==> src/rtl/atm_session_ctrl.sv <==
// Single-session ATM controller: account table, card lookup, PIN check with lockout,
// balance/withdraw/transfer commands and inactivity timeout, reported via a response strobe.
module atm_session_ctrl #(
    parameter int NUM_ACC   = 10,
    parameter int ACC_W     = 12,
    parameter int PIN_W     = 4,
    parameter int BAL_W     = 16,
    parameter int AMT_W     = 11,
    parameter int MAX_TRIES = 3,
    parameter int TIMEOUT   = 255,
    localparam int IDX_W    = (NUM_ACC > 1) ? $clog2(NUM_ACC) : 1
) (
    input  logic             clk,
    input  logic             rst_n,
    input  logic             prov_we,
    input  logic [IDX_W-1:0] prov_idx,
    input  logic [ACC_W-1:0] prov_acc,
    input  logic [PIN_W-1:0] prov_pin,
    input  logic [BAL_W-1:0] prov_bal,
    input  logic             card_valid,
    input  logic [ACC_W-1:0] acc_num,
    input  logic             pin_valid,
    input  logic [PIN_W-1:0] pin,
    input  logic             cmd_valid,
    input  logic [1:0]       cmd_op,
    input  logic [AMT_W-1:0] amount,
    input  logic [ACC_W-1:0] dest_acc,
    output logic             busy,
    output logic             rsp_valid,
    output logic [2:0]       rsp_status,
    output logic [BAL_W-1:0] rsp_balance,
    output logic             session_active
);
    localparam int TRY_W = $clog2(MAX_TRIES + 1);
    localparam int TMR_W = (TIMEOUT > 1) ? $clog2(TIMEOUT + 1) : 1;

    localparam logic [2:0] ST_OK       = 3'd0;
    localparam logic [2:0] ST_NO_ACC   = 3'd1;
    localparam logic [2:0] ST_BAD_PIN  = 3'd2;
    localparam logic [2:0] ST_LOCKED   = 3'd3;
    localparam logic [2:0] ST_INSUFF   = 3'd4;
    localparam logic [2:0] ST_NO_DEST  = 3'd5;
    localparam logic [2:0] ST_OVERFLOW = 3'd6;
    localparam logic [2:0] ST_TIMEOUT  = 3'd7;

    localparam logic [1:0] OP_BALANCE  = 2'd0;
    localparam logic [1:0] OP_WITHDRAW = 2'd1;
    localparam logic [1:0] OP_TRANSFER = 2'd2;
    localparam logic [1:0] OP_EXIT     = 2'd3;

    typedef enum logic [2:0] {
        S_IDLE, S_SCAN, S_PIN_WAIT, S_MENU, S_SCAN_DEST, S_EXEC
    } state_t;

    state_t state, state_nxt;

    logic [ACC_W-1:0]   acc_tbl [NUM_ACC];
    logic [PIN_W-1:0]   pin_tbl [NUM_ACC];
    logic [BAL_W-1:0]   bal_tbl [NUM_ACC];
    logic [NUM_ACC-1:0] ent_vld, ent_lock;
    logic [TRY_W-1:0]   tries [NUM_ACC];

    logic [IDX_W-1:0] scan_idx, scan_idx_nxt;
    logic [IDX_W-1:0] cur_idx, cur_idx_nxt;
    logic [IDX_W-1:0] dest_idx, dest_idx_nxt;
    logic [ACC_W-1:0] scan_key;
    logic [AMT_W-1:0] amt_q;
    logic             is_xfer, is_xfer_nxt;
    logic [TMR_W-1:0] tmr, tmr_nxt;

    logic             rsp_valid_nxt;
    logic [2:0]       rsp_status_nxt;
    logic [BAL_W-1:0] rsp_bal_nxt;

    logic prov_wr, key_ld_card, key_ld_dest, amt_ld;
    logic pin_ok, pin_bad, lock_set, exec_wr;
    logic scan_hit, scan_last, tmr_exp, prov_in_range;
    logic [BAL_W-1:0] cur_bal, dst_bal, amt_bal;

    // Carry out of a BAL_W+1 bit add flags a credit that would not fit the balance.
    function automatic logic add_overflows(input logic [BAL_W-1:0] a, input logic [BAL_W-1:0] b);
        logic [BAL_W:0] sum;
        sum = {1'b0, a} + {1'b0, b};
        return sum[BAL_W];
    endfunction

    assign cur_bal       = bal_tbl[cur_idx];
    assign dst_bal       = bal_tbl[dest_idx];
    assign amt_bal       = BAL_W'(amt_q);
    assign scan_hit      = ent_vld[scan_idx] && (acc_tbl[scan_idx] == scan_key);
    assign scan_last     = (int'(scan_idx) >= NUM_ACC - 1);
    assign tmr_exp       = (int'(tmr) >= TIMEOUT - 1);
    assign prov_in_range = (int'(prov_idx) < NUM_ACC);

    assign busy           = (state == S_SCAN) || (state == S_SCAN_DEST) || (state == S_EXEC);
    assign session_active = (state == S_MENU) || (state == S_SCAN_DEST) || (state == S_EXEC);

    always_comb begin
        state_nxt      = state;
        scan_idx_nxt   = scan_idx;
        cur_idx_nxt    = cur_idx;
        dest_idx_nxt   = dest_idx;
        is_xfer_nxt    = is_xfer;
        tmr_nxt        = tmr;
        rsp_valid_nxt  = 1'b0;
        rsp_status_nxt = ST_OK;
        rsp_bal_nxt    = '0;
        prov_wr        = 1'b0;
        key_ld_card    = 1'b0;
        key_ld_dest    = 1'b0;
        amt_ld         = 1'b0;
        pin_ok         = 1'b0;
        pin_bad        = 1'b0;
        lock_set       = 1'b0;
        exec_wr        = 1'b0;

        case (state)
            S_IDLE: begin
                if (prov_we) begin
                    prov_wr = prov_in_range;
                end else if (card_valid) begin
                    key_ld_card  = 1'b1;
                    scan_idx_nxt = '0;
                    state_nxt    = S_SCAN;
                end
            end
            S_SCAN: begin
                if (scan_hit) begin
                    if (ent_lock[scan_idx]) begin
                        rsp_valid_nxt  = 1'b1;
                        rsp_status_nxt = ST_LOCKED;
                        state_nxt      = S_IDLE;
                    end else begin
                        cur_idx_nxt = scan_idx;
                        tmr_nxt     = '0;
                        state_nxt   = S_PIN_WAIT;
                    end
                end else if (scan_last) begin
                    rsp_valid_nxt  = 1'b1;
                    rsp_status_nxt = ST_NO_ACC;
                    state_nxt      = S_IDLE;
                end else begin
                    scan_idx_nxt = scan_idx + IDX_W'(1);
                end
            end
            S_PIN_WAIT: begin
                if (pin_valid) begin
                    tmr_nxt       = '0;
                    rsp_valid_nxt = 1'b1;
                    if (pin == pin_tbl[cur_idx]) begin
                        pin_ok         = 1'b1;
                        rsp_status_nxt = ST_OK;
                        rsp_bal_nxt    = cur_bal;
                        state_nxt      = S_MENU;
                    end else if (int'(tries[cur_idx]) + 1 >= MAX_TRIES) begin
                        pin_bad        = 1'b1;
                        lock_set       = 1'b1;
                        rsp_status_nxt = ST_LOCKED;
                        state_nxt      = S_IDLE;
                    end else begin
                        pin_bad        = 1'b1;
                        rsp_status_nxt = ST_BAD_PIN;
                    end
                end else if (tmr_exp) begin
                    rsp_valid_nxt  = 1'b1;
                    rsp_status_nxt = ST_TIMEOUT;
                    state_nxt      = S_IDLE;
                end else begin
                    tmr_nxt = tmr + TMR_W'(1);
                end
            end
            S_MENU: begin
                if (cmd_valid) begin
                    tmr_nxt = '0;
                    case (cmd_op)
                        OP_BALANCE: begin
                            rsp_valid_nxt = 1'b1;
                            rsp_bal_nxt   = cur_bal;
                        end
                        OP_WITHDRAW: begin
                            amt_ld      = 1'b1;
                            is_xfer_nxt = 1'b0;
                            state_nxt   = S_EXEC;
                        end
                        OP_TRANSFER: begin
                            amt_ld       = 1'b1;
                            key_ld_dest  = 1'b1;
                            is_xfer_nxt  = 1'b1;
                            scan_idx_nxt = '0;
                            state_nxt    = S_SCAN_DEST;
                        end
                        OP_EXIT: begin
                            rsp_valid_nxt = 1'b1;
                            rsp_bal_nxt   = cur_bal;
                            state_nxt     = S_IDLE;
                        end
                    endcase
                end else if (tmr_exp) begin
                    rsp_valid_nxt  = 1'b1;
                    rsp_status_nxt = ST_TIMEOUT;
                    rsp_bal_nxt    = cur_bal;
                    state_nxt      = S_IDLE;
                end else begin
                    tmr_nxt = tmr + TMR_W'(1);
                end
            end
            S_SCAN_DEST: begin
                // The lowest matching index decides, so hitting our own entry first ends the scan.
                if (scan_hit && (scan_idx != cur_idx)) begin
                    dest_idx_nxt = scan_idx;
                    state_nxt    = S_EXEC;
                end else if (scan_hit || scan_last) begin
                    rsp_valid_nxt  = 1'b1;
                    rsp_status_nxt = ST_NO_DEST;
                    rsp_bal_nxt    = cur_bal;
                    tmr_nxt        = '0;
                    state_nxt      = S_MENU;
                end else begin
                    scan_idx_nxt = scan_idx + IDX_W'(1);
                end
            end
            S_EXEC: begin
                rsp_valid_nxt = 1'b1;
                tmr_nxt       = '0;
                state_nxt     = S_MENU;
                if (amt_bal > cur_bal) begin
                    rsp_status_nxt = ST_INSUFF;
                    rsp_bal_nxt    = cur_bal;
                end else if (is_xfer && add_overflows(dst_bal, amt_bal)) begin
                    rsp_status_nxt = ST_OVERFLOW;
                    rsp_bal_nxt    = cur_bal;
                end else begin
                    exec_wr        = 1'b1;
                    rsp_status_nxt = ST_OK;
                    rsp_bal_nxt    = cur_bal - amt_bal;
                end
            end
            default: state_nxt = S_IDLE;
        endcase
    end

    always_ff @(posedge clk or negedge rst_n) begin
        if (!rst_n) begin
            state       <= S_IDLE;
            scan_idx    <= '0;
            cur_idx     <= '0;
            dest_idx    <= '0;
            is_xfer     <= 1'b0;
            tmr         <= '0;
            rsp_valid   <= 1'b0;
            rsp_status  <= '0;
            rsp_balance <= '0;
            ent_vld     <= '0;
            ent_lock    <= '0;
            for (int k = 0; k < NUM_ACC; k++) tries[k] <= '0;
        end else begin
            state       <= state_nxt;
            scan_idx    <= scan_idx_nxt;
            cur_idx     <= cur_idx_nxt;
            dest_idx    <= dest_idx_nxt;
            is_xfer     <= is_xfer_nxt;
            tmr         <= tmr_nxt;
            rsp_valid   <= rsp_valid_nxt;
            rsp_status  <= rsp_status_nxt;
            rsp_balance <= rsp_bal_nxt;
            if (prov_wr) begin
                ent_vld[prov_idx]  <= 1'b1;
                ent_lock[prov_idx] <= 1'b0;
                tries[prov_idx]    <= '0;
            end
            if (pin_ok) tries[cur_idx] <= '0;
            if (pin_bad) tries[cur_idx] <= tries[cur_idx] + TRY_W'(1);
            if (lock_set) ent_lock[cur_idx] <= 1'b1;
        end
    end

    // Table contents and latched operands carry no reset; the valid bits gate their use.
    always_ff @(posedge clk) begin
        if (prov_wr) begin
            acc_tbl[prov_idx] <= prov_acc;
            pin_tbl[prov_idx] <= prov_pin;
            bal_tbl[prov_idx] <= prov_bal;
        end
        if (exec_wr) begin
            bal_tbl[cur_idx] <= cur_bal - amt_bal;
            if (is_xfer) bal_tbl[dest_idx] <= dst_bal + amt_bal;
        end
        if (key_ld_card) scan_key <= acc_num;
        else if (key_ld_dest) scan_key <= dest_acc;
        if (amt_ld) amt_q <= amount;
    end

endmodule

==> config.mk <==
export PLATFORM = sky130hd
export DESIGN_NAME = atm_session_ctrl
export DESIGN_NICKNAME = d
export VERILOG_FILES = /design/src/rtl/atm_session_ctrl.sv
export SDC_FILE = /design/constraint.sdc
export NUM_CORES = 1
export LEC_CHECK = 0
export CORE_UTILIZATION = 45
export CTS_CLUSTER_SIZE = 30
export DETAILED_ROUTE_END_ITERATION = 6
export GPL_ROUTABILITY_DRIVEN = 0
export GPL_TIMING_DRIVEN = 0
export PLACE_DENSITY = 0.62
export RECOVER_POWER = 50
export SYNTH_ARGS = -nofsm -noshare
export SYNTH_HDL_FRONTEND = slang
export SYNTH_SLANG_ARGS = --single-unit
==> constraint.sdc <==
create_clock -name clk -period 13.11 [get_ports clk]
set_clock_uncertainty 0.15 [all_clocks]
set_input_delay 3.933 -clock clk [delete_from_list [all_inputs] [get_ports clk]]
set_output_delay 3.933 -clock clk [all_outputs]
set_load 0.02 [all_outputs]
# [Yosys cells after proc, flatten, opt, wreduce, memory -nomap -nowiden]
# Memory sizes are Yosys's and may differ from the RTL's.
# Cells that the tools add are included.
[totals] inputBits=83 mem_count=3 out_inout_bits=22 romBits=0 register_bits=107 ramBits=320 latch_bits=0 word_cells=233
[memory_table] memory="bal_tbl" words=10 word_bits=16 read_ports=2 rd_clocked_by_memory_dff=0 write_ports=2 line_no="59" rtl="logic [BAL_W-1:0] bal_tbl [NUM_ACC];"
[memory_table] memory="acc_tbl" words=10 word_bits=12 read_ports=1 rd_clocked_by_memory_dff=0 write_ports=1 line_no="57" rtl="logic [ACC_W-1:0] acc_tbl [NUM_ACC];"
[memory_table] memory="pin_tbl" words=10 word_bits=4 read_ports=1 rd_clocked_by_memory_dff=0 write_ports=1 line_no="58" rtl="logic [PIN_W-1:0] pin_tbl [NUM_ACC];"
[op_classes] n_div=0 shifts=0 muxes=122 bitwise=11 n_reduce_logical=27 add_sub_neg=7 eq_ne=26 magnitude_cmp=14 n_mul=0
[op_table] cell="two-way mux 16 bit" count=10
[op_table] cell="one-hot mux 16 bit (4 select lines)" count=1
[op_table] cell="two-way mux 20 bit" count=3
[op_table] cell="two-way mux 3 bit" count=19
[op_table] cell="two-way mux 8 bit" count=7
[op_table] cell="two-way mux 1 bit" count=47
[op_table] cell="bitwise AND 20 bit" count=2
[op_table] cell="inverter 20 bit" count=2
[op_table] cell="one-hot mux 8 bit (5 select lines)" count=1
[op_table] cell="two-way mux 4 bit" count=9
[op_table] cell="two-way mux 12 bit" count=2
[op_table] cell="bitwise mux 20 bit" count=1
[op_table] cell="two-way mux 10 bit" count=2
[op_table] cell="bitwise OR 10 bit" count=2
[op_table] cell="!= test 2 bit (second input constant)" count=9
[op_table] cell="one-hot mux 3 bit (6 select lines)" count=1
[op_table] cell="adder 16 x 11 -> 17 bit" count=1
[op_table] cell="adder 16 x 11 -> 16 bit" count=1
[op_table] cell="demux 2 bit (select 4 bit)" count=2
[op_table] cell="greater-than comparator 11 x 16 -> 1 bit" count=1
[op_table] cell="one-hot mux 4 bit (4 select lines)" count=1
[op_table] cell="OR reduction 16 bit" count=1
[op_table] cell="subtractor 16 x 11 -> 16 bit" count=1
[op_table] cell="< comparator 4 x 5 -> 1 bit (second input constant)" count=3
[op_table] cell="other kinds (49)" count=78

# [Depth between registers and ports, before layout]
# Gate-level depths: netlist of run 1.
[depth] ltp_word=12 depth_mapped=23 ltp_nobuf=15

# [Worst setup path before layout of run 1]
# Ideal clock, no wire load.
[synth_timing] path_type="register to register" startpoint="reg cur_idx[0]" endpoint="mem bal_tbl[1][0], enable pin" t_arrival_ps=6244 stages_incl_launch_ff=21 slack_ps=6305 setup_time_ps=411 required_ps=12549 n_path_buf=7 period_less_slack_ps=6805 cell_sequence="dfrtp_1 > buf_2 > buf_4 > buf_4 > buf_1 > buf_2 > mux4_2 > a211oi_1 > a21oi_1 > ha_1 > nor2b_1 > o21ai_0 > a21oi_1 > o31a_1 > o41a_1 > nor4b_1 > or3_1 > buf_2 > buf_2 > mux2i_1 > o21ai_0"
[synth_lines] item="from (decl)" line_no="64" rtl="logic [IDX_W-1:0] cur_idx, cur_idx_nxt;"
[synth_lines] item="from (signal assigned)" line_no="259" rtl="cur_idx <= cur_idx_nxt;"
[synth_lines] item="to (decl)" line_no="59"

==> flow_metrics.py, run 1 <==
metrics = {
    "run_status": {
        "outcome": "complete, but fails checks",
        "violations": "max-capacitance violations, max-slew violations",
    },
    "die": {
        "start_util_pct": 45.9,
        "die_y_um": 226,
        "dieArea_um2": 51100,
        "core_um2": 49300,
        "die_x_um": 226,
        "fp-row-count": 81,
        "ios": 105,
    },
    "setup_path": {
        "cp-end-kind": "flip-flop",
        "worstSetupPathType": "reg -> reg",
        "path_cells": "buf_2 > buf_2 > buf_1 > clkbuf_1 > clkbuf_1 > mux2i_1 > a21oi_1 > ha_1 > a21o_1 > a21o_1 > a21oi_1 > o21ai_0 > a41oi_1 > nor3_1 > clkbuf_1 > clkbuf_1 > nor4_1 > a21oi_1 > mux2i_1",
        "slowest_stage": "a21oi_1",
        "startpoint_type": "flip-flop",
        "critical_path.max_fanout": 10,
        "slowest_delay_ps": 880,
        "crit_arrival_ps": 8980,
        "cp.required_ps": 13250,
        "cp_common_cell": "clkbuf_1",
    },
    "detailed_routing": {
        "first_pass_iters": 6,
        "wl_um": 65100,
        "viasPerCell": 6.08,
        "ant_nets": 0,
        "drc": 0,
        "wl_per_cell_um": 26.1,
        "drtIter0Drc": 1592,
        "vias": 15189,
    },
    "synthesis": {
        "synthFlopType": "edfxtp_1",
        "synth_area_leaders": "edfxtp_1 46%, mux2i_1 10%, dfrtp_1 9.3%, mux4_2 9.0%, mux2_2 2.1%",
        "synth_top_area_share_pct": 45.6,
        "avgSynthCellArea_um2": 13.8,
        "synthesis.nets": 1755,
        "yosysMostFrequentCell": "edfxtp_1",
        "yosysWarnings": 0,
        "synth_edf_count": 343,
        "yosys.area.top_type": "edfxtp_1",
        "synth_seq_cells": 427,
        "ys_seq_area_share_pct": 54.9,
        "synth-async-reset-ratio_pct": 19.7,
        "synth.distinct_cells": 80,
        "synthTopCellsByCount": "343 x edfxtp_1, 225 x mux2i_1, 90 x mux4_2",
        "netlist_area_um2": 22600,
        "synthCells": 1636,
    },
    "clock_network": {
        "ctsHoldBuffers": 0,
        "clock-sinks": 427,
        "cts_tree": "built",
        "h-tree-depth": 2,
        "postCtsResizedCells": 0,
        "clkTransAtPathRegs_ps": 60,
        "cts-buffers-inserted": 48,
        "clock_latency_ps": 600,
        "postCtsSetupRepairBufs": 0,
        "cts_root_buffer": "clkbuf_16",
        "clk_path_buf_depth": 3,
    },
    "timing": {
        "fin_crit_ps": 8840,
        "setup_violations": 0,
        "max_freq_mhz": 113,
        "final_hold_viol_count": 0,
        "rsz0062_at_grt": "false",
        "holdWs_ps": 317,
        "drv_slew": 87,
        "relSlewSlack_pct": -100,
        "finalSetupTns_ps": 0,
        "fin_crit_sh_pct": 67.4,
        "tightest_slew_ps": 3010,
    },
    "pwr": {
        "leakagePower_nw": 10.1,
        "cellPowerDensity_nw_per_um2": 135,
        "ir_worst_vdd_mv": 0.100,
    },
    "grt": {
        "grtUsageTotal_pct": 25.9,
        "first_global_vias": 15112,
        "grt_max_degree": 55,
        "grt_remaining_overflow": 0,
        "antenna_found_initial": 2,
        "grt_pass1_wl_um": 96200,
    },
    "layout": {
        "final_util_pct": 53.0,
        "layoutNonFillerInstCount": 2499,
        "n_antenna_cell": 0,
        "nNetsFinal": 1919,
        "fillerInstances": 4206,
        "syn_to_final_growth_pct": 15.5,
        "drive_gt1_share_pct": 14.8,
    },
    "job": {
        "drv_cap": 2,
    },
    "hold_path": {
        "hold_path_class": "reg -> reg",
    },
    "place": {
        "place_inst": 2414,
        "portBuffers": 104,
        "hpwl_um": 46700,
    },
}
==> logic make-up after synthesis <==
group / share of synthesized area [%]
AOI/OAI and AO/OA: 8.84
xor gates and xnor gates: 1.82
adders and majority gates: 2.06
buffers and inverters: 2.80
DFF: 54.9
muxes: 22.2
and+or+nand+nor: 7.41
==> routing by layer <==
layer | global-route usage (%) | wire [µm]
met2 | 39.9 | 29800
met3 | 6.40 | 5520
met4 | 6.19 | 1240
met5 | 0 | 13
met1 | 36.6 | 28500
==> metrics by stage <==
stage | power [mW] | instance area [µm²] | worst slack, ps
floorplan | 2.02 | 22600 | 6300
global placement | 2.23 | 24500 | 2850
detailed placement | 2.24 | 24700 | 4510
CTS | 3.55 | 26200 | 4450
global route | 3.65 | 26100 | 3850
finish | 3.53 | 26100 | 4270
==> final timing paths <==
path                       cells after the start  slack (ps)              end         from
max                                           19        4270    bal_tbl[6][9]  dest_idx[0]
min                                            1         320       ent_vld[8]   ent_vld[8]
max reg2reg                                   19        4270    bal_tbl[6][9]  dest_idx[0]
min reg2reg                                    1         320       ent_vld[8]   ent_vld[8]
max in group asynchronous                      2        5540       ent_vld[3]        rst_n
min in group asynchronous                      1        3660  rsp_balance[13]        rst_n
==> registers in the layout, indices dropped and copies added (netlist names), 11 cells and up <==
signal	flops
acc_tbl	120
amt_q	11
bal_tbl	160
pin_tbl	40
rsp_balance	16
scan_key	12
tries	20
==> placed cells by master (no fill, tap or decap), types with 43 or more instances in the layout <==
cell type and instances:
a211oi_1 43, clkbuf_16 49, clkbuf_1 56, nor2_1 60, edfxtp_1 343, clkdlybuf4s50_1 49
mux2i_1 225, dlygate4sd3_1 54, nor2b_1 45, dfrtp_1 84, nand2_1 70, a21oi_1 72
mux4_2 90
==> layout make-up <==
class                           instances  area [µm²]  area share (%)
Buffer                                 95         462            1.77
Clock buffer                           63        1320            5.05
Clock inverter                         22         186           0.714
Inverter                               42         158           0.604
Multi-Input combinational cell       1072        9580            36.7
Sequential cell                       427       12400            47.5
Tap cell                              664         831            3.18
Timing Repair Buffer                  114        1160            4.45
==> worst max-delay path: cells and delay by family, from the launching register on <==
family                     cells  cell delay (ps)
buffers and inverters          7             3960
AOI/OAI and AO/OA              7             2180
and+or+nand+nor                2             1060
muxes                          2              470
adders and majority gates      1              350
DFF                            1              330
==> power by group <==
| part | switching [mW] | internal (mW) | total [mW] | leakage [nW] |
|---|---|---|---|---|
| logic | 0.403 | 0.267 | 0.670 | 5.09 |
| registers | 0.0293 | 1.52 | 1.55 | 4.23 |
| clock network | 0.548 | 0.763 | 1.31 | 0.734 |
| total | 0.980 | 2.55 | 3.53 | 10.1 |
(Power assumes the default switching activity.)
==> inputs of run 2 (changes only) <==
Clock period 13.11 ns to 8.4 ns, I/O delays scaled along.
==> flow_metrics.py, run 2 (synthesized netlist as in run 1, its figures left out) <==
metrics = {
    "job": {
        "drv_cap": 2,
    },
    "hold_path": {
        "min_delay_path_depth": 1,
        "hold_path_class": "reg -> reg",
    },
    "timing": {
        "tightest_slew_ps": 3030,
        "fin_crit_ps": 8110,
        "drv_slew": 87,
        "relSlewSlack_pct": -102,
        "fin_crit_sh_pct": 96.6,
        "max_freq_mhz": 123,
        "final_hold_viol_count": 0,
        "setup_violations": 0,
        "rsz0062_at_grt": "false",
    },
    "detailed_routing": {
        "ant_nets": 0,
        "viasPerCell": 6.07,
        "drc": 0,
        "wl_um": 65100,
        "vias": 15160,
        "first_pass_iters": 5,
        "wl_per_cell_um": 26.1,
        "drtIter0Drc": 1725,
    },
    "pwr": {
        "ir_worst_vdd_mv": 0.157,
        "cellPowerDensity_nw_per_um2": 211,
        "leakagePower_nw": 10.1,
        "p_total_mw": 5.51,
    },
    "layout": {
        "layoutNonFillerInstCount": 2498,
        "fillerInstances": 4206,
        "nNetsFinal": 1918,
        "drive_gt1_share_pct": 15.0,
        "largest_reg_flops": 160,
        "regArea_um2": 12400,
        "n_antenna_cell": 0,
        "layout_commonest_cell": "edfxtp_1",
        "syn_to_final_growth_pct": 15.6,
        "multi_input_area_um2": 9600,
        "top_regs": "bal_tbl: 160 flops, acc_tbl: 120 flops, pin_tbl: 40 flops",
        "final_cell_mix": "343 x edfxtp_1, 225 x mux2i_1, 90 x mux4_2, 84 x dfrtp_1, 70 x nand2_1",
        "regMostFlops": "bal_tbl",
    },
    "clock_network": {
        "clk_path_buf_depth": 3,
        "cts_root_buffer": "clkbuf_16",
        "ctsHoldBuffers": 0,
        "clock-sinks": 427,
        "clock_latency_ps": 600,
        "h-tree-depth": 2,
        "clkTransAtPathRegs_ps": 60,
        "cts_tree": "built",
        "cts-buffers-inserted": 48,
    },
    "setup_path": {
        "cp-end-kind": "flip-flop",
        "crit_start": "dest_idx[1]",
        "worstSetupPathType": "reg -> reg",
        "endpoint": "bal_tbl[5][10]",
        "rr_endpoint": "bal_tbl[5][10]",
        "regToRegStartpoint": "dest_idx[1]",
        "crit_arrival_ps": 8240,
        "critical_path.max_fanout": 11,
        "cp.required_ps": 8530,
        "reg2reg_slack_ps": 290,
        "reg2reg_depth": 19,
        "startpoint_type": "flip-flop",
    },
    "die": {
        "die_x_um": 226,
        "core_um2": 49300,
        "dieArea_um2": 51100,
        "die_y_um": 226,
        "ios": 105,
        "fp-row-count": 81,
        "start_util_pct": 45.9,
    },
    "grt": {
        "grt_pass1_wl_um": 96200,
        "first_global_vias": 15112,
        "grt_remaining_overflow": 0,
        "grtUsageTotal_pct": 25.9,
        "antenna_found_initial": 2,
        "grt_max_degree": 55,
    },
    "run_status": {
        "outcome": "complete, but fails checks",
        "violations": "max-capacitance violations, max-slew violations",
    },
    "place": {
        "portBuffers": 104,
        "hpwl_um": 46700,
        "place_inst": 2414,
    },
}
## run 2: repair_timing
action / in CTS / in global routing
pin swaps: 0 / 1
endpoints found under the setup margin: 178 / 235
gates cloned: 0 / 0
setup buffers: 0 / 0
resized for setup: 2 / 6
## run 2: how the worst min path moves through the flow
stage                     startpoint    endpoint  slack, ps
after floorplan           ent_vld[9]  ent_vld[9]        280
after global placement    ent_vld[0]  ent_vld[0]        300
after detailed placement  ent_vld[7]  ent_vld[7]        300
after CTS                 ent_vld[7]  ent_vld[7]        320
after global routing      ent_vld[0]  ent_vld[0]        330
final                     ent_vld[7]  ent_vld[7]        310
## run 2: per-layer routing
layer / wire [µm] / GRT usage [%] / share of wire, %
met3: 5510 / 6.40 / 8.5
met1: 28500 / 36.6 / 44
met4: 1240 / 6.19 / 1.9
met2: 29900 / 39.9 / 46
met5: 13 / 0 / 0.020
## run 2: power breakdown
part	internal, mW	leakage, nW	switching (mW)	total (mW)
logic	0.417	5.10	0.630	1.05
registers	2.37	4.23	0.0460	2.42
clock network	1.19	0.734	0.855	2.05
total	3.98	10.1	1.53	5.51
## run 2: critical path, cell delays in order, from the launching register on
cell,delay [ps]
dfrtp_1,360
clkbuf_1,540
buf_2,390
clkbuf_1,620
mux4_2,420
a211oi_1,360
a21oi_1,90
ha_1,250
fa_1,410
a21o_1,180
a21o_1,210
a21oi_1,250
o21ai_0,230
a41oi_1,640
nor3_1,320
nor3_2,630
nand4_1,760
buf_4,490
o21ai_2,230
buf_8,230
## run 2: layout make-up
type	count	area share [%]
buffer	94	1.76
clock buffer	63	5.05
clock inverter	22	0.714
inverter	42	0.604
multi-input combinational	1072	36.7
sequential	427	47.5
tap	664	3.18
timing repair buffer	114	4.45
## run 2: stage by stage
step	instance area (µm²)	utilization, %	worst slack, ps	setup TNS (ps)	hold slack [ps]
floorplan	22600	-	1590	0	278
global placement	24500	49.7	-1860	-226530	295
detailed placement	24700	50.1	-196	-10980	303
CTS	26200	53.1	28.6	0	316
global route	26100	53.0	50.0	0	328
finish	26100	53.0	289	0	313
